==> src/rtl/ram_port_arbiter_pkg.sv <==
// Memory-bus sizes shared by the cache controllers and the RAM port arbiter.
// Block-granular addressing: a 32-bit byte address minus the block-offset bits.
package ram_port_arbiter_pkg;

  localparam int unsigned MEM_ADDR_W     = 32;
  localparam int unsigned BLOCK_ADDR_LSB = 4;
  localparam int unsigned MEM_BADDR_W    = MEM_ADDR_W - BLOCK_ADDR_LSB;
  localparam int unsigned MEM_BLOCK_W    = 8 << BLOCK_ADDR_LSB;

  // One registered block request as presented to the RAM port.
  typedef struct packed {
    logic                   en;
    logic                   we;
    logic [MEM_BADDR_W-1:0] baddr;
    logic [MEM_BLOCK_W-1:0] din;
  } blk_req_t;

  typedef enum logic [1:0] {
    StIdle,
    StGrantI,
    StGrantD
  } arb_state_t;

endpackage

==> src/rtl/ram_port_arbiter_rr_arb2.sv <==
// Two-input round-robin picker.
// Ports:
//   clk_i, rst_ni - clock, async active-low reset
//   req_i[1:0]    - requests (bit 0 = icache, bit 1 = dcache)
//   take_i        - the grant is consumed this cycle (updates last-grant)
//   gnt_o[1:0]    - one-hot grant, combinational from req_i and last-grant
module ram_port_arbiter_rr_arb2 (
  input  logic       clk_i,
  input  logic       rst_ni,
  input  logic [1:0] req_i,
  input  logic       take_i,
  output logic [1:0] gnt_o
);

  // Index of the port granted most recently; resets to dcache so icache wins the first tie.
  logic last_q;

  always_comb begin
    gnt_o = req_i;
    if (req_i == 2'b11) begin
      gnt_o = last_q ? 2'b01 : 2'b10;
    end
  end

  always_ff @(posedge clk_i or negedge rst_ni) begin
    if (!rst_ni) begin
      last_q <= 1'b1;
    end else if (take_i && (req_i != 2'b00)) begin
      last_q <= gnt_o[1];
    end
  end

endmodule

==> src/rtl/ram_port_arbiter.sv <==
// Shares the single block-wide RAM port between the icache (refills) and the
// dcache (refills and writebacks). Requests are captured in IDLE, one transfer
// runs at a time, and completion is routed back to the owner.
// Ports:
//   clk, RESET                       - clock, async active-low reset
//   i_en/i_baddr/i_dout/i_hold       - icache block read channel
//   d_en/d_we/d_baddr/d_din/d_dout/d_hold - dcache block channel
//   ram_en/ram_we/ram_baddr/ram_din  - registered RAM request
//   ram_dout/ram_hold                - RAM read data and busy
//   timeout_err                      - sticky, a transfer waited TIMEOUT cycles
module ram_port_arbiter
  import ram_port_arbiter_pkg::*;
#(
  parameter int unsigned BADDR_W = MEM_BADDR_W,
  parameter int unsigned BLOCK_W = MEM_BLOCK_W,
  parameter int unsigned TIMEOUT = 1024,
  parameter int unsigned CNT_W   = 11
) (
  input  logic               clk,
  input  logic               RESET,
  input  logic               i_en,
  input  logic [BADDR_W-1:0] i_baddr,
  output logic [BLOCK_W-1:0] i_dout,
  output logic               i_hold,
  input  logic               d_en,
  input  logic               d_we,
  input  logic [BADDR_W-1:0] d_baddr,
  input  logic [BLOCK_W-1:0] d_din,
  output logic [BLOCK_W-1:0] d_dout,
  output logic               d_hold,
  output logic               ram_en,
  output logic               ram_we,
  output logic [BADDR_W-1:0] ram_baddr,
  output logic [BLOCK_W-1:0] ram_din,
  input  logic [BLOCK_W-1:0] ram_dout,
  input  logic               ram_hold,
  output logic               timeout_err
);

  arb_state_t         state_q;
  blk_req_t           req_q;
  logic [CNT_W-1:0]   cnt_q;
  logic               timeout_q;
  logic [BLOCK_W-1:0] i_dout_q;
  logic [BLOCK_W-1:0] d_dout_q;
  logic [1:0]         gnt;
  logic               i_done;
  logic               d_done;
  logic               i_upd;
  logic               d_upd;

  ram_port_arbiter_rr_arb2 u_rr_arb2 (
    .clk_i  (clk),
    .rst_ni (RESET),
    .req_i  ({d_en, i_en}),
    .take_i (state_q == StIdle),
    .gnt_o  (gnt)
  );

  assign i_done = (state_q == StGrantI) && !ram_hold;
  assign d_done = (state_q == StGrantD) && !ram_hold;
  // A requester that dropped en mid-grant gets nothing; writebacks return no line.
  assign i_upd  = i_done && i_en;
  assign d_upd  = d_done && d_en && !req_q.we;

  always_ff @(posedge clk or negedge RESET) begin
    if (!RESET) begin
      state_q   <= StIdle;
      req_q     <= '0;
      cnt_q     <= '0;
      timeout_q <= 1'b0;
      i_dout_q  <= '0;
      d_dout_q  <= '0;
    end else begin
      unique case (state_q)
        StIdle: begin
          cnt_q <= '0;
          if (gnt[0]) begin
            state_q <= StGrantI;
            req_q   <= '{en: 1'b1, we: 1'b0, baddr: i_baddr, din: '0};
          end else if (gnt[1]) begin
            state_q <= StGrantD;
            req_q   <= '{en: 1'b1, we: d_we, baddr: d_baddr, din: d_din};
          end
        end
        StGrantI, StGrantD: begin
          if (!ram_hold) begin
            state_q  <= StIdle;
            req_q.en <= 1'b0;
            if (i_upd) i_dout_q <= ram_dout;
            if (d_upd) d_dout_q <= ram_dout;
          end else if (cnt_q != CNT_W'(TIMEOUT)) begin
            // Saturates at TIMEOUT; the grant keeps waiting on the RAM.
            cnt_q <= cnt_q + CNT_W'(1);
            if (cnt_q == CNT_W'(TIMEOUT - 1)) timeout_q <= 1'b1;
          end
        end
        default: state_q <= StIdle;
      endcase
    end
  end

  assign ram_en      = req_q.en;
  assign ram_we      = req_q.we;
  assign ram_baddr   = req_q.baddr;
  assign ram_din     = req_q.din;
  assign timeout_err = timeout_q;

  // Completion cycle forwards the RAM line; the register holds it afterwards.
  assign i_dout = i_upd ? ram_dout : i_dout_q;
  assign d_dout = d_upd ? ram_dout : d_dout_q;

  assign i_hold = i_en && !i_done;
  assign d_hold = d_en && !d_done;

endmodule

==> config.mk <==
export PLATFORM = sky130hd
export DESIGN_NAME = ram_port_arbiter
export DESIGN_NICKNAME = d
export VERILOG_FILES = /design/src/rtl/ram_port_arbiter_pkg.sv /design/src/rtl/ram_port_arbiter_rr_arb2.sv /design/src/rtl/ram_port_arbiter.sv
export SDC_FILE = /design/constraint.sdc
export NUM_CORES = 1
export LEC_CHECK = 0
export BUFFER_PORTS_ARGS = -buffer_cell sky130_fd_sc_hd__buf_4
export CAP_MARGIN = 20
export CORE_AREA = 2 2 283 285
export CTS_CLUSTER_SIZE = 30
export DETAILED_ROUTE_END_ITERATION = 10
export DIE_AREA = 0 0 285 287
export GPL_ROUTABILITY_DRIVEN = 0
export HOLD_SLACK_MARGIN = 0.06
export PLACE_DENSITY_LB_ADDON = 0.1
export SLEW_MARGIN = 20
export SYNTH_ARGS = -nofsm -noshare
export SYNTH_HDL_FRONTEND = slang
export SYNTH_SLANG_ARGS = --single-unit
==> constraint.sdc <==
create_clock -name clk -period 2.2 [get_ports clk]
set_input_delay 0.55 -clock clk [delete_from_list [all_inputs] [get_ports clk]]
set_output_delay 0.55 -clock clk [all_outputs]
set_load 0.005 [all_outputs]
* Word-level counts from Yosys, hierarchy flattened
Cells that the tools add are included.
** Word-level totals
- Register bits :: 429
- Word-level logic and storage cells :: 59
- Output and inout port bits :: 417
** Operators by class
- Bitwise logic cells :: 1
- Equal/unequal tests :: 9
- Reductions and logical operators :: 23
- Multiplexer cells :: 15
- Add/subtract/negate cells :: 1
** Operators with widths (number)
- two-way mux 158 bit :: 2
- two-way mux 128 bit :: 2
- two-way mux 11 bit :: 2
- case mux 11 bit (2 select lines) :: 1
- adder 11 x 1 -> 11 bit, second input constant :: 1
- == test 11 x 10 -> 1 bit, second input constant :: 1
- inequality test 11 bit, second input constant :: 1
- two-way mux 2 bit :: 5
- logical AND 1 bit :: 8
- inequality test 2 bit, second input constant :: 3
- AND reduction 2 bit :: 3
- AND reduction 3 bit :: 2
- nonzero test 2 bit :: 3
- == test 2 bit, second input constant :: 2
- zero test 1 bit :: 4
- case mux 2 bit (2 select lines) :: 1
- AND reduction 4 bit :: 1
- inequality test 3 bit, second input constant :: 1
- == test 2 x 1 -> 1 bit, second input constant :: 1
- zero test 2 bit :: 1
- case mux 1 bit (2 select lines) :: 1
- OR reduction 2 bit :: 1
- two-way mux 1 bit :: 1
- inverter 1 bit :: 1

* Logic depth before layout (Yosys ltp)
Gate-level depths: netlist of the first run.
- Word-level depth :: 5
- Gate-level depth with buffers :: 8
- Depth with buffers taken out :: 6

* By module
A second synthesis of the first run with hierarchy kept.
** Second synthesis, totals
- Cells, all modules :: 1887
- Area total of the unflattened synthesis :: 20002.9 µm²
** By module, submodules not included
- ram_port_arbiter :: sequential area each 10710.3 µm², area an instance 19946.6 µm², instances 1, cells an instance 1881
- ram_port_arbiter_rr_arb2 :: sequential area each 26.3 µm², area an instance 56.3 µm², instances 1, cells an instance 6

* Worst setup path before layout of the first run
No wires, ideal clock.
- Kind :: register to output
- From :: register state_q[0]
- To :: output d_dout[107]
- Slack :: 61 ps
- Stages on the path, launching flop included :: 7
- Path buffers :: 2
- Arrival :: 1589 ps
- Cells stage by stage :: dfrtp_1 -> inv_1 -> ha_1 -> and4bb_1 -> buf_2 -> buf_2 -> mux2_2
** Between the ends
- Longest elaborated chain between the ends :: 5
** RTL lines
- start: declaration :: line ram_port_arbiter.sv:40 : arb_state_t state_q;
- start signal: assignment :: line ram_port_arbiter.sv:68 : state_q <= StIdle;
- start signal: assignment :: line ram_port_arbiter.sv:79 : state_q <= StGrantI;
- start signal: assignment :: line ram_port_arbiter.sv:82 : state_q <= StGrantD;
- == test 2 bit :: line ram_port_arbiter.sv:61 : assign d_done = (state_q == StGrantD) && !ram_hold;
- logical AND 1 bit :: line ram_port_arbiter.sv:61
- logical AND 1 bit (2 in series) :: line ram_port_arbiter.sv:64 : assign d_upd = d_done && d_en && !req_q.we;
- two-way mux 128 bit
- end: declaration :: line ram_port_arbiter.sv:29 : output logic [BLOCK_W-1:0] d_dout,
No other way between the ends.

* Worst setup path after layout of the first run
- From :: register state_q[0]
- To :: output i_dout[101]
** Between the ends
- Longest elaborated chain between the ends :: 4
** RTL lines
- == test 2 x 1 -> 1 bit :: line ram_port_arbiter.sv:60 : assign i_done = (state_q == StGrantI) && !ram_hold;
- logical AND 1 bit :: line ram_port_arbiter.sv:60
- logical AND 1 bit :: line ram_port_arbiter.sv:63 : assign i_upd = i_done && i_en;
- two-way mux 128 bit
- end: declaration :: line ram_port_arbiter.sv:23 : output logic [BLOCK_W-1:0] i_dout,
No other way between the ends.

==> flow_results.xml, run 1 <==
<?xml version="1.0" encoding="UTF-8"?>
<metrics>
  <group name="yosys">
    <metric name="syn-cell-area" unit="mm²">0.0191</metric>
    <metric name="synth-seq-area-share" unit="">0.561</metric>
    <metric name="synthesis.nets" unit="">2181</metric>
    <metric name="number_of_enable_type_register_cells_in_the_synthesized_netlist" unit="">0</metric>
    <metric name="synth.lib_cells_used.distinct" unit="">39</metric>
    <metric name="dominantRegCellSynth" unit="">dfrtp_1</metric>
    <metric name="postSynth.asyncResetShare" unit="">1.00</metric>
    <metric name="ys_warnings" unit="">0</metric>
    <metric name="post_synth.cell_area_avg" unit="µm²">10.3</metric>
    <metric name="flip_flop_and_latch_count_after_synthesis" unit="">429</metric>
    <metric name="netlist_instances" unit="">1857</metric>
  </group>
  <group name="pwr">
    <metric name="total_power" unit="mW">41.3</metric>
    <metric name="power_leakage" unit="nW">16.5</metric>
    <metric name="p_per_area" unit="mW/mm²">1350</metric>
    <metric name="max-vdd-ir-drop" unit="V">0.000646</metric>
  </group>
  <group name="run">
    <metric name="max-cap-violations" unit="">0</metric>
  </group>
  <group name="placed_design">
    <metric name="place.port_buffers" unit="">734</metric>
    <metric name="detailedPlacementHpwl" unit="µm">57500</metric>
  </group>
  <group name="setup_path">
    <metric name="critical_path_peak_fanout" unit="">14</metric>
    <metric name="crit_arrival" unit="ns">2.49</metric>
    <metric name="setup.worst_path.start_class" unit="">register</metric>
    <metric name="worstSetupEndpointType" unit="">output pin</metric>
    <metric name="critical_path_required" unit="ns">1.65</metric>
    <metric name="timing.setup.critical_path_class" unit="">register to output pin</metric>
  </group>
  <group name="sta">
    <metric name="setup_violations" unit="">257</metric>
    <metric name="rsz0062_at_grt" unit="">true</metric>
    <metric name="timing.final.hold_violations" unit="">0</metric>
    <metric name="finalSetupTns" unit="ns">-194.37</metric>
    <metric name="worst_pin_slew" unit="ns">0.465</metric>
    <metric name="post-route-min-period" unit="ns">3.04</metric>
    <metric name="setup_slack" unit="ns">-0.842</metric>
    <metric name="worst_clock_skew" unit="ns">0.0216</metric>
    <metric name="timing.slew.headroom" unit="">0.690</metric>
    <metric name="worst_hold_slack" unit="ns">0.152</metric>
    <metric name="final_min_period_over_clock_period" unit="">1.38</metric>
    <metric name="fmax" unit="GHz">0.329</metric>
    <metric name="final_max_slew_viol_count" unit="">0</metric>
  </group>
  <group name="grt">
    <metric name="number_of_antenna_violations_at_the_first_check_in_global_routing" unit="">5</metric>
    <metric name="grt_pass1_wl" unit="µm">113000</metric>
    <metric name="grt_overflow" unit="">0</metric>
    <metric name="pin_count_of_the_biggest_net_entering_global_routing" unit="">64</metric>
    <metric name="global_route.usage.total" unit="">0.180</metric>
    <metric name="grt_pass1_vias" unit="">17433</metric>
  </group>
  <group name="clock_tree">
    <metric name="clk_pin_slew" unit="ns">0.06</metric>
    <metric name="cts_tree" unit="">done</metric>
    <metric name="cts-root-buf" unit="">clkbuf_16</metric>
    <metric name="cts_max_path_bufs" unit="">3</metric>
    <metric name="clk-insertion-delay-late" unit="ns">0.60</metric>
    <metric name="clock_tree.htree_level_count" unit="">2</metric>
    <metric name="number_of_buffers_added_by_the_clock_tree_synthesis_step" unit="">53</metric>
    <metric name="clock_sinks" unit="">429</metric>
  </group>
  <group name="route">
    <metric name="drt_pass1_iterations" unit="">5</metric>
    <metric name="drc_violation_total_after_the_first_tritonroute_iteration" unit="">867</metric>
    <metric name="wl_per_cell" unit="µm">21.6</metric>
    <metric name="detail-route-antenna-nets" unit="">0</metric>
    <metric name="routed_wirelength" unit="µm">81000</metric>
    <metric name="via_per_inst" unit="">4.49</metric>
    <metric name="drcViolationCount" unit="">0</metric>
    <metric name="route.vias.total" unit="">16845</metric>
  </group>
  <group name="run_status">
    <metric name="run_status" unit="">finished, violations left</metric>
    <metric name="violations" unit="">setup timing</metric>
  </group>
  <group name="layout">
    <metric name="fin_nets" unit="">2980</metric>
    <metric name="final_core_util" unit="">0.390</metric>
    <metric name="layout.cells.most_common_list" unit="">nand2_1, buf_4, dfrtp_1</metric>
    <metric name="layout-area-overhead-vs-synth" unit="%">60.2</metric>
    <metric name="final_common_cell" unit="">nand2_1</metric>
    <metric name="multi_input_area" unit="mm²">0.00865</metric>
    <metric name="seqCellArea" unit="mm²">0.0107</metric>
    <metric name="post_route_cells_drive_above_1_share" unit="">0.452</metric>
    <metric name="filler_cell_count" unit="">7867</metric>
  </group>
  <group name="floorplan">
    <metric name="core_area" unit="mm²">0.0786</metric>
    <metric name="dieWidth" unit="µm">285</metric>
    <metric name="floorplan.die_area" unit="mm²">0.0818</metric>
    <metric name="initial_utilization" unit="">0.243</metric>
    <metric name="dieHeight" unit="µm">287</metric>
    <metric name="placementRows" unit="">103</metric>
    <metric name="ios" unit="">735</metric>
  </group>
  <group name="worst_hold_path">
    <metric name="hold_path_class" unit="">input pin to register</metric>
  </group>
</metrics>
## final cells by class
type / count / area share
Antenna cell: 2 / 0.000163
Sequential cell: 429 / 0.350
Timing Repair Buffer: 870 / 0.263
Multi-Input combinational cell: 1265 / 0.282
Inverter: 37 / 0.00453
Clock inverter: 16 / 0.00608
Clock buffer: 83 / 0.0513
Tap cell: 1050 / 0.0429
## stage by stage
stage / setup WS, ns / instance area [µm²] / instances
3_5_place_dp: -0.321 / 26700 / 3611
5_1_grt: -0.944 / 30700 / 3751
3_3_place_gp: -0.322 / 26700 / 3611
4_1_cts: -0.894 / 29100 / 3719
2_1_floorplan: 0.0608 / 19100 / 1857
6_report: -0.842 / 30700 / 3752
## timing repair
item,CTS,global route
pin swaps,1,3
setup endpoints to repair,258,630
gates cloned,1,21
resized for setup,154,245
setup buffers,7,12
endpoints found under the hold margin,24,0
hold buffers,1,0
## routing by layer
metal  track usage  wire length (µm)  vias to the layer above
li1              -                 -                     7839
met1         0.202             30900                     8292
met2         0.325             41500                      579
met3        0.0533              5740                      131
met4        0.0624              2880                        4
met5             0                28                        -
## flip-flops by register name (all words and copies together) (netlist names)
signal and flops:
d_dout_q 128, i_dout_q 128, ram_din 128, ram_baddr 28, cnt_q 11, state_q 2
ram_en 1, ram_we 1, timeout_err 1, u_rr_arb2.last_q 1
## final timing paths
kind / start / endpoint / slack [ns] / cells after the start
min in group asynchronous: RESET / d_dout_q[125] / 0.51 / 2
max in group asynchronous: RESET / i_dout_q[24] / 0.90 / 4
worst max-delay path: state_q[0] / i_dout[101] / -0.84 / 8
worst min register to register: d_dout_q[5] / d_dout_q[5] / 0.47 / 2
worst max register to register: state_q[0] / d_dout_q[72] / 0.10 / 10
worst min-delay path: i_baddr[25] / ram_baddr[25] / 0.15 / 3
## synth_stat cells, types with 2 or more instances
library cell / instances / share of area
ha_1: 6 / 0.0039
nand3_1: 4 / 0.0010
a21boi_0: 2 / 0.00078
clkbuf_1: 70 / 0.014
inv_1: 37 / 0.0073
mux2_2: 256 / 0.15
buf_2: 43 / 0.011
a21o_1: 3 / 0.0012
buf_1: 14 / 0.0027
nand2_1: 781 / 0.15
or3_1: 2 / 0.00065
a222oi_1: 28 / 0.015
or4_1: 2 / 0.00078
nor2_1: 2 / 0.00039
and2_1: 2 / 0.00065
dfrtp_1: 428 / 0.56
o21ai_0: 12 / 0.0031
a22o_1: 136 / 0.062
nor4_1: 5 / 0.0016
nand2b_1: 2 / 0.00065
a21oi_1: 4 / 0.0010
## report_power, final
group          internal [mW]  total, mW  switching [mW]  leakage, nW
logic                   10.6       19.6            8.97         9.93
registers               11.1       12.9            1.83         5.69
clock network           5.35       8.89            3.54        0.865
## logic make-up (layout without fill, tap and decap cells)
logic type / after synthesis / after routing / synth area share
and+or+nand+nor: 807 / 808 / 0.162
DFF: 429 / 429 / 0.561
muxes: 257 / 257 / 0.151
AOI/OAI and AO/OA: 193 / 193 / 0.0863
buffers and inverters: 164 / 1006 / 0.0350
adders and majority gates: 6 / 6 / 0.00392
xor gates and xnor gates: 1 / 1 / 0.000458
other: 0 / 2 / 0
## critical path: stages (launching register included)
cell and delay, ns:
dfrtp_1 0.41, buf_4 0.15, ha_4 0.15, nand3b_1 0.12
buf_12 0.15, clkbuf_16 0.20, buf_16 0.17, mux2_2 0.39
buf_4 0.15
(Power assumes the default switching activity.)
==> run 2, diff against run 1 <==
--- a/config.mk
+++ b/config.mk
@@ -8,6 +8,7 @@
 export BUFFER_PORTS_ARGS = -buffer_cell sky130_fd_sc_hd__buf_4
 export CAP_MARGIN = 20
 export CORE_AREA = 2 2 283 285
+export CTS_BUF_LIST = sky130_fd_sc_hd__clkbuf_4 sky130_fd_sc_hd__clkbuf_8
 export CTS_CLUSTER_SIZE = 30
 export DETAILED_ROUTE_END_ITERATION = 10
 export DIE_AREA = 0 0 285 287
==> run 2 against run 1 <==
Effect of this change:
- the run still ends with setup timing left
- sequential power about the same
- combinational power barely moved
- sequential share of layout area decreased by 1.7 points
- global-route usage grew 0.41 points
- total power grew 0.33%
- clock skew grew 0.0099 ns
- register-to-register slack about the same
- core utilization grew 2.0 points
- via count up 5.1%
- die area did not move
- flip-flop and latch count is the same
- critical path depth increased by 1
- critical endpoint is now i_dout[94]
==> flow_results.xml, run 2 (same netlist as run 1, synthesis figures left out) <==
<?xml version="1.0" encoding="UTF-8"?>
<metrics>
  <group name="run_status">
    <metric name="run_status" unit="">finished, violations left</metric>
    <metric name="violations" unit="">setup timing</metric>
  </group>
  <group name="sta">
    <metric name="setup_slack" unit="ns">-0.916</metric>
    <metric name="timing.final.hold_violations" unit="">0</metric>
    <metric name="worst_hold_slack" unit="ns">0.145</metric>
    <metric name="fmax" unit="GHz">0.321</metric>
    <metric name="worst_clock_skew" unit="ns">0.0315</metric>
    <metric name="worst_pin_slew" unit="ns">0.465</metric>
    <metric name="rsz0062_at_grt" unit="">true</metric>
    <metric name="final_max_slew_viol_count" unit="">0</metric>
    <metric name="post-route-min-period" unit="ns">3.12</metric>
    <metric name="timing.slew.headroom" unit="">0.690</metric>
    <metric name="setup_violations" unit="">257</metric>
    <metric name="final_min_period_over_clock_period" unit="">1.42</metric>
  </group>
  <group name="setup_path">
    <metric name="worstSetupEndpointType" unit="">output pin</metric>
    <metric name="reg2reg_slack" unit="ns">0.09</metric>
    <metric name="crit_arrival" unit="ns">2.57</metric>
    <metric name="critical_path_peak_fanout" unit="">12</metric>
    <metric name="regToRegStartpoint" unit="">state_q[0]</metric>
    <metric name="timing.rr.end" unit="">i_dout_q[63]</metric>
    <metric name="critical_path_required" unit="ns">1.65</metric>
    <metric name="setup.worst_path.start_class" unit="">register</metric>
    <metric name="timing.setup.critical_path_class" unit="">register to output pin</metric>
    <metric name="timing.reg2reg.worst_path_depth" unit="">11</metric>
  </group>
  <group name="run">
    <metric name="max-cap-violations" unit="">0</metric>
  </group>
  <group name="clock_tree">
    <metric name="cts_tree" unit="">done</metric>
    <metric name="cts-root-buf" unit="">clkbuf_8</metric>
    <metric name="clk-insertion-delay-late" unit="ns">0.66</metric>
    <metric name="clock_tree.htree_level_count" unit="">3</metric>
    <metric name="number_of_buffers_added_by_the_clock_tree_synthesis_step" unit="">85</metric>
    <metric name="clock_sinks" unit="">429</metric>
    <metric name="clk_pin_slew" unit="ns">0.06</metric>
    <metric name="cts_max_path_bufs" unit="">3</metric>
  </group>
  <group name="route">
    <metric name="routed_wirelength" unit="µm">82600</metric>
    <metric name="detail-route-antenna-nets" unit="">0</metric>
    <metric name="route.vias.total" unit="">17701</metric>
    <metric name="wl_per_cell" unit="µm">20.7</metric>
    <metric name="via_per_inst" unit="">4.44</metric>
    <metric name="drt_pass1_iterations" unit="">5</metric>
    <metric name="drcViolationCount" unit="">0</metric>
    <metric name="drc_violation_total_after_the_first_tritonroute_iteration" unit="">794</metric>
  </group>
  <group name="placed_design">
    <metric name="place.port_buffers" unit="">734</metric>
    <metric name="placedInstanceArea" unit="mm²">0.0267</metric>
    <metric name="detailedPlacementHpwl" unit="µm">57500</metric>
  </group>
  <group name="layout">
    <metric name="layout-area-overhead-vs-synth" unit="%">68.5</metric>
    <metric name="final_area" unit="mm²">0.0322</metric>
    <metric name="layout.cells.most_common_list" unit="">nand2_1, buf_4, dfrtp_1</metric>
    <metric name="final_core_util" unit="">0.410</metric>
    <metric name="post_route_cells_drive_above_1_share" unit="">0.441</metric>
    <metric name="final_common_cell" unit="">nand2_1</metric>
    <metric name="fin_nets" unit="">3193</metric>
  </group>
  <group name="pwr">
    <metric name="power.share.combinational" unit="">0.474</metric>
    <metric name="p_per_area" unit="mW/mm²">1290</metric>
    <metric name="power_leakage" unit="nW">17.0</metric>
    <metric name="seqPwrFrac" unit="">0.311</metric>
    <metric name="max-vdd-ir-drop" unit="V">0.000521</metric>
    <metric name="intPower" unit="mW">26.8</metric>
    <metric name="clockPowerShare" unit="">0.215</metric>
    <metric name="switching_power" unit="mW">14.7</metric>
    <metric name="p_sw_frac" unit="">0.354</metric>
  </group>
  <group name="floorplan">
    <metric name="floorplan.die_area" unit="mm²">0.0818</metric>
    <metric name="placementRows" unit="">103</metric>
    <metric name="dieHeight" unit="µm">287</metric>
    <metric name="core_area" unit="mm²">0.0786</metric>
    <metric name="dieWidth" unit="µm">285</metric>
    <metric name="initial_utilization" unit="">0.243</metric>
    <metric name="ios" unit="">735</metric>
  </group>
  <group name="worst_hold_path">
    <metric name="hold_path_class" unit="">input pin to register</metric>
    <metric name="hold_path_startpoint" unit="">d_baddr[19]</metric>
    <metric name="hold-path-cell-count" unit="">3</metric>
    <metric name="min_to" unit="">ram_baddr[19]</metric>
  </group>
  <group name="grt">
    <metric name="pin_count_of_the_biggest_net_entering_global_routing" unit="">64</metric>
    <metric name="grt_overflow" unit="">0</metric>
    <metric name="global_route.usage.total" unit="">0.185</metric>
    <metric name="number_of_antenna_violations_at_the_first_check_in_global_routing" unit="">6</metric>
    <metric name="grt_pass1_wl" unit="µm">116000</metric>
    <metric name="grt_pass1_vias" unit="">18571</metric>
  </group>
</metrics>
==> run 2: per-layer routing <==
metal  global-route usage  vias up  share of wire
met3               0.0459      151          0.058
li1                     -     8278              -
met2                0.333      613           0.52
met4               0.0743        2          0.038
met5                    0        -        0.00012
met1                0.208     8657           0.39
==> run 2: through the flow <==
step / power [mW] / instances / setup slack [ns] / setup TNS [ns]
global route: 44.1 / 3986 / -1.04 / -247.09
CTS: 40.5 / 3946 / -0.980 / -257.43
floorplan: 20.1 / 1857 / 0.0608 / 0
global placement: 30.3 / 3611 / -0.322 / -56.66
finish: 41.5 / 3986 / -0.916 / -212.57
detailed placement: 30.4 / 3611 / -0.321 / -54.74
==> run 2: how the worst max path moves through the flow <==
| stage | cells after the start | start | endpoint | slack, ns |
|---|---|---|---|---|
| 5_1_grt | 9 | state_q[0] | i_dout[102] | -1.04 |
| 2_1_floorplan | 6 | state_q[0] | d_dout[107] | 0.06 |
| 3_5_place_dp | 6 | ram_hold | d_dout[17] | -0.32 |
| 6_report | 9 | state_q[0] | i_dout[94] | -0.92 |
| 4_1_cts | 7 | state_q[0] | d_dout[80] | -0.98 |
| 3_3_place_gp | 6 | ram_hold | d_dout[17] | -0.32 |
==> run 2: final cells by class <==
class | instances | area (µm²)
Timing Repair Buffer | 1052 | 9830
Sequential cell | 429 | 10700
Clock inverter | 21 | 270
Tap cell | 1050 | 1310
Fill cell | 7766 | 46400
Clock buffer | 130 | 1600
Inverter | 37 | 139
Antenna cell | 3 | 7.51
Multi-Input combinational cell | 1264 | 8350
==> run 2: what timing repair did <==
| action | CTS | global route |
|---|---|---|
| hold endpoints to repair | 181 | 0 |
| cloned | 1 | 24 |
| endpoints found under the setup margin | 258 | 638 |
| hold buffers | 179 | 0 |
| pin swaps | 1 | 6 |
| buffers inserted | 4 | 15 |
| gates resized for setup | 118 | 190 |
==> run 2: power groups by stage <==
stage / clock network (mW) / logic, mW / registers [mW]
global route: 9.68 / 21.2 / 13.3
floorplan: 0 / 7.50 / 12.6
CTS: 9.29 / 18.4 / 12.8
global placement: 0 / 17.4 / 12.9
detailed placement: 0 / 17.6 / 12.8
finish: 8.90 / 19.7 / 12.9
==> run 2: critical path, stage by stage, from the launching register on <==
cell and delay, ns:
dfrtp_1 0.41, buf_4 0.15, ha_4 0.15, nand3b_1 0.09, buf_4 0.13, buf_12 0.19
buf_12 0.13, buf_12 0.12, mux2_2 0.35, buf_4 0.14
==> run 3, diff against run 2 <==
--- a/config.mk
+++ b/config.mk
@@ -5,7 +5,7 @@
 export SDC_FILE = /design/constraint.sdc
 export NUM_CORES = 1
 export LEC_CHECK = 0
-export BUFFER_PORTS_ARGS = -buffer_cell sky130_fd_sc_hd__buf_4
+export BUFFER_PORTS_ARGS = -buffer_cell sky130_fd_sc_hd__buf_2
 export CAP_MARGIN = 20
 export CORE_AREA = 2 2 283 285
 export CTS_BUF_LIST = sky130_fd_sc_hd__clkbuf_4 sky130_fd_sc_hd__clkbuf_8
==> constraint.sdc (replaced) <==
create_clock -name clk -period 4 [get_ports clk]
set_input_delay 1 -clock clk [delete_from_list [all_inputs] [get_ports clk]]
set_output_delay 1 -clock clk [all_outputs]
set_load 0.005 [all_outputs]
==> run 3 against run 2 <==
Effect of this change:
- the flow now finishes without violations
- largest power group unchanged
- non-clock buffer count down 271
- flip-flop and latch count did not move
- die area unchanged
- critical path type unchanged
- register-to-register slack better by 1.3 ns
- via count down 7.8%
- core utilization shrank 8.1 points
- critical endpoint is now i_dout[37]
==> flow_results.xml, run 3 (same netlist as run 1, synthesis figures left out) <==
<?xml version="1.0" encoding="UTF-8"?>
<metrics>
  <group name="run_status">
    <metric name="run_status" unit="">complete, no violations</metric>
  </group>
  <group name="floorplan">
    <metric name="dieHeight" unit="µm">287</metric>
    <metric name="floorplan.die_area" unit="mm²">0.0818</metric>
    <metric name="placementRows" unit="">103</metric>
    <metric name="initial_utilization" unit="">0.243</metric>
    <metric name="ios" unit="">735</metric>
    <metric name="core_area" unit="mm²">0.0786</metric>
    <metric name="dieWidth" unit="µm">285</metric>
  </group>
  <group name="grt">
    <metric name="global_route.usage.total" unit="">0.174</metric>
    <metric name="pin_count_of_the_biggest_net_entering_global_routing" unit="">188</metric>
    <metric name="grt_pass1_wl" unit="µm">108000</metric>
    <metric name="number_of_antenna_violations_at_the_first_check_in_global_routing" unit="">19</metric>
    <metric name="grt_overflow" unit="">0</metric>
    <metric name="grt_pass1_vias" unit="">17092</metric>
  </group>
  <group name="pwr">
    <metric name="max-vdd-ir-drop" unit="V">0.000426</metric>
    <metric name="intPower" unit="mW">12.0</metric>
    <metric name="seqPwrFrac" unit="">0.364</metric>
    <metric name="switching_power" unit="mW">7.30</metric>
    <metric name="power_leakage" unit="nW">14.7</metric>
    <metric name="power.share.combinational" unit="">0.403</metric>
    <metric name="p_per_area" unit="mW/mm²">746</metric>
    <metric name="clockPowerShare" unit="">0.232</metric>
    <metric name="p_sw_frac" unit="">0.378</metric>
  </group>
  <group name="layout">
    <metric name="fin_nets" unit="">2919</metric>
    <metric name="post_route_cells_drive_above_1_share" unit="">0.448</metric>
    <metric name="final_common_cell" unit="">nand2_1</metric>
    <metric name="final_area" unit="mm²">0.0259</metric>
    <metric name="layout.cells.most_common_list" unit="">nand2_1, buf_2, dfrtp_1</metric>
    <metric name="filler_cell_count" unit="">8291</metric>
    <metric name="layout-area-overhead-vs-synth" unit="%">35.1</metric>
  </group>
  <group name="route">
    <metric name="via_per_inst" unit="">4.40</metric>
    <metric name="drc_violation_total_after_the_first_tritonroute_iteration" unit="">872</metric>
    <metric name="drt_pass1_iterations" unit="">5</metric>
    <metric name="routed_wirelength" unit="µm">73200</metric>
    <metric name="route.vias.total" unit="">16320</metric>
    <metric name="drcViolationCount" unit="">0</metric>
    <metric name="wl_per_cell" unit="µm">19.7</metric>
    <metric name="detail-route-antenna-nets" unit="">0</metric>
  </group>
  <group name="sta">
    <metric name="timing.slew.headroom" unit="">0.247</metric>
    <metric name="worst_clock_skew" unit="ns">0.0283</metric>
    <metric name="timing.final.hold_violations" unit="">0</metric>
    <metric name="final_max_slew_viol_count" unit="">0</metric>
    <metric name="setup_violations" unit="">0</metric>
    <metric name="post-route-min-period" unit="ns">3.59</metric>
    <metric name="rsz0062_at_grt" unit="">false</metric>
    <metric name="finalSetupTns" unit="ns">0</metric>
    <metric name="final_min_period_over_clock_period" unit="">0.897</metric>
    <metric name="fmax" unit="GHz">0.279</metric>
    <metric name="worst_pin_slew" unit="ns">1.13</metric>
    <metric name="worst_hold_slack" unit="ns">0.465</metric>
  </group>
  <group name="setup_path">
    <metric name="worstSetupEndpointType" unit="">output pin</metric>
    <metric name="setup.worst_path.start_class" unit="">register</metric>
    <metric name="timing.setup.critical_path_class" unit="">register to output pin</metric>
    <metric name="critical_path_peak_fanout" unit="">36</metric>
    <metric name="reg2reg_slack" unit="ns">1.40</metric>
    <metric name="timing.reg2reg.worst_path_depth" unit="">6</metric>
    <metric name="crit_arrival" unit="ns">2.59</metric>
    <metric name="timing.rr.end" unit="">d_dout_q[36]</metric>
    <metric name="regToRegStartpoint" unit="">state_q[0]</metric>
    <metric name="critical_path_required" unit="ns">3.00</metric>
  </group>
  <group name="placed_design">
    <metric name="detailedPlacementHpwl" unit="µm">53800</metric>
    <metric name="placedInstanceArea" unit="mm²">0.0241</metric>
    <metric name="place.port_buffers" unit="">734</metric>
  </group>
  <group name="clock_tree">
    <metric name="post_cts_resize_count" unit="">0</metric>
    <metric name="cts_max_path_bufs" unit="">3</metric>
    <metric name="cts-root-buf" unit="">clkbuf_8</metric>
    <metric name="number_of_buffers_added_by_the_clock_tree_synthesis_step" unit="">82</metric>
    <metric name="clk-insertion-delay-late" unit="ns">0.65</metric>
    <metric name="cts_tree" unit="">done</metric>
    <metric name="clk_pin_slew" unit="ns">0.06</metric>
    <metric name="clock_tree.htree_level_count" unit="">3</metric>
    <metric name="clock_sinks" unit="">429</metric>
  </group>
  <group name="worst_hold_path">
    <metric name="hold_path_class" unit="">input pin to async pin</metric>
  </group>
  <group name="run">
    <metric name="max-cap-violations" unit="">0</metric>
  </group>
</metrics>
[run 3: worst max path at each step]
stage                   to  slack [ns]        from  depth (start not counted)
6_report        i_dout[37]        0.41  state_q[1]                          7
5_1_grt         i_dout[32]        0.25  state_q[1]                          7
4_1_cts          i_dout[8]        0.32  state_q[1]                          7
3_5_place_dp    d_dout[76]        0.21    ram_hold                          5
3_3_place_gp    d_dout[81]        0.24    ram_hold                          5
2_1_floorplan  d_dout[107]        0.97    ram_hold                          4
[run 3: metrics by stage]
step                 util  setup WS, ns  instances  total power [mW]
floorplan               -         0.974       1857              11.1
global placement    0.307         0.237       3558              14.9
detailed placement  0.307         0.214       3558              15.0
CTS                 0.329         0.320       3704              19.7
global route        0.329         0.249       3710              20.7
finish              0.329         0.413       3713              19.3
[run 3: metal layers]
metal	GRT usage	vias up	share of wire
met4	0.0895	18	0.049
met2	0.301	618	0.50
met3	0.0558	162	0.078
met5	0	-	0.0017
li1	-	7721	-
met1	0.191	7801	0.37
[run 3: critical path, cell delays in order (launching register included)]
cell and delay [ns]:
dfrtp_1 0.39, inv_1 0.08, ha_1 0.20, nand3b_1 0.14, buf_12 0.24, buf_12 0.25, mux2_2 0.38, buf_2 0.16
[run 3: layout make-up]
cell class	instances	area (µm²)	area share
flip-flops and latches	429	10700	0.415
multi-input cells	1264	7780	0.301
repair buffers	781	4170	0.161
clock buffers	134	1610	0.0621
well taps	1050	1310	0.0508
inverters	37	139	0.00537
clock inverters	9	85.1	0.00329
diodes	9	22.5	0.000871
[run 3: repair_timing]
item                       in CTS  in global routing
setup endpoints to repair      20                  0
hold buffers                    0                  0
setup buffers                   3                  0
[run 3: power by group through the flow]
stage                     Sequential [mW]  Clock (mW)  Combinational [mW]
after global placement               7.06           0                7.86
final                                7.03        4.48                7.78
after CTS                            7.03        4.71                7.97
after global routing                 7.25        4.91                8.59
after detailed placement             7.04           0                7.98
after floorplan                      6.94           0                4.13
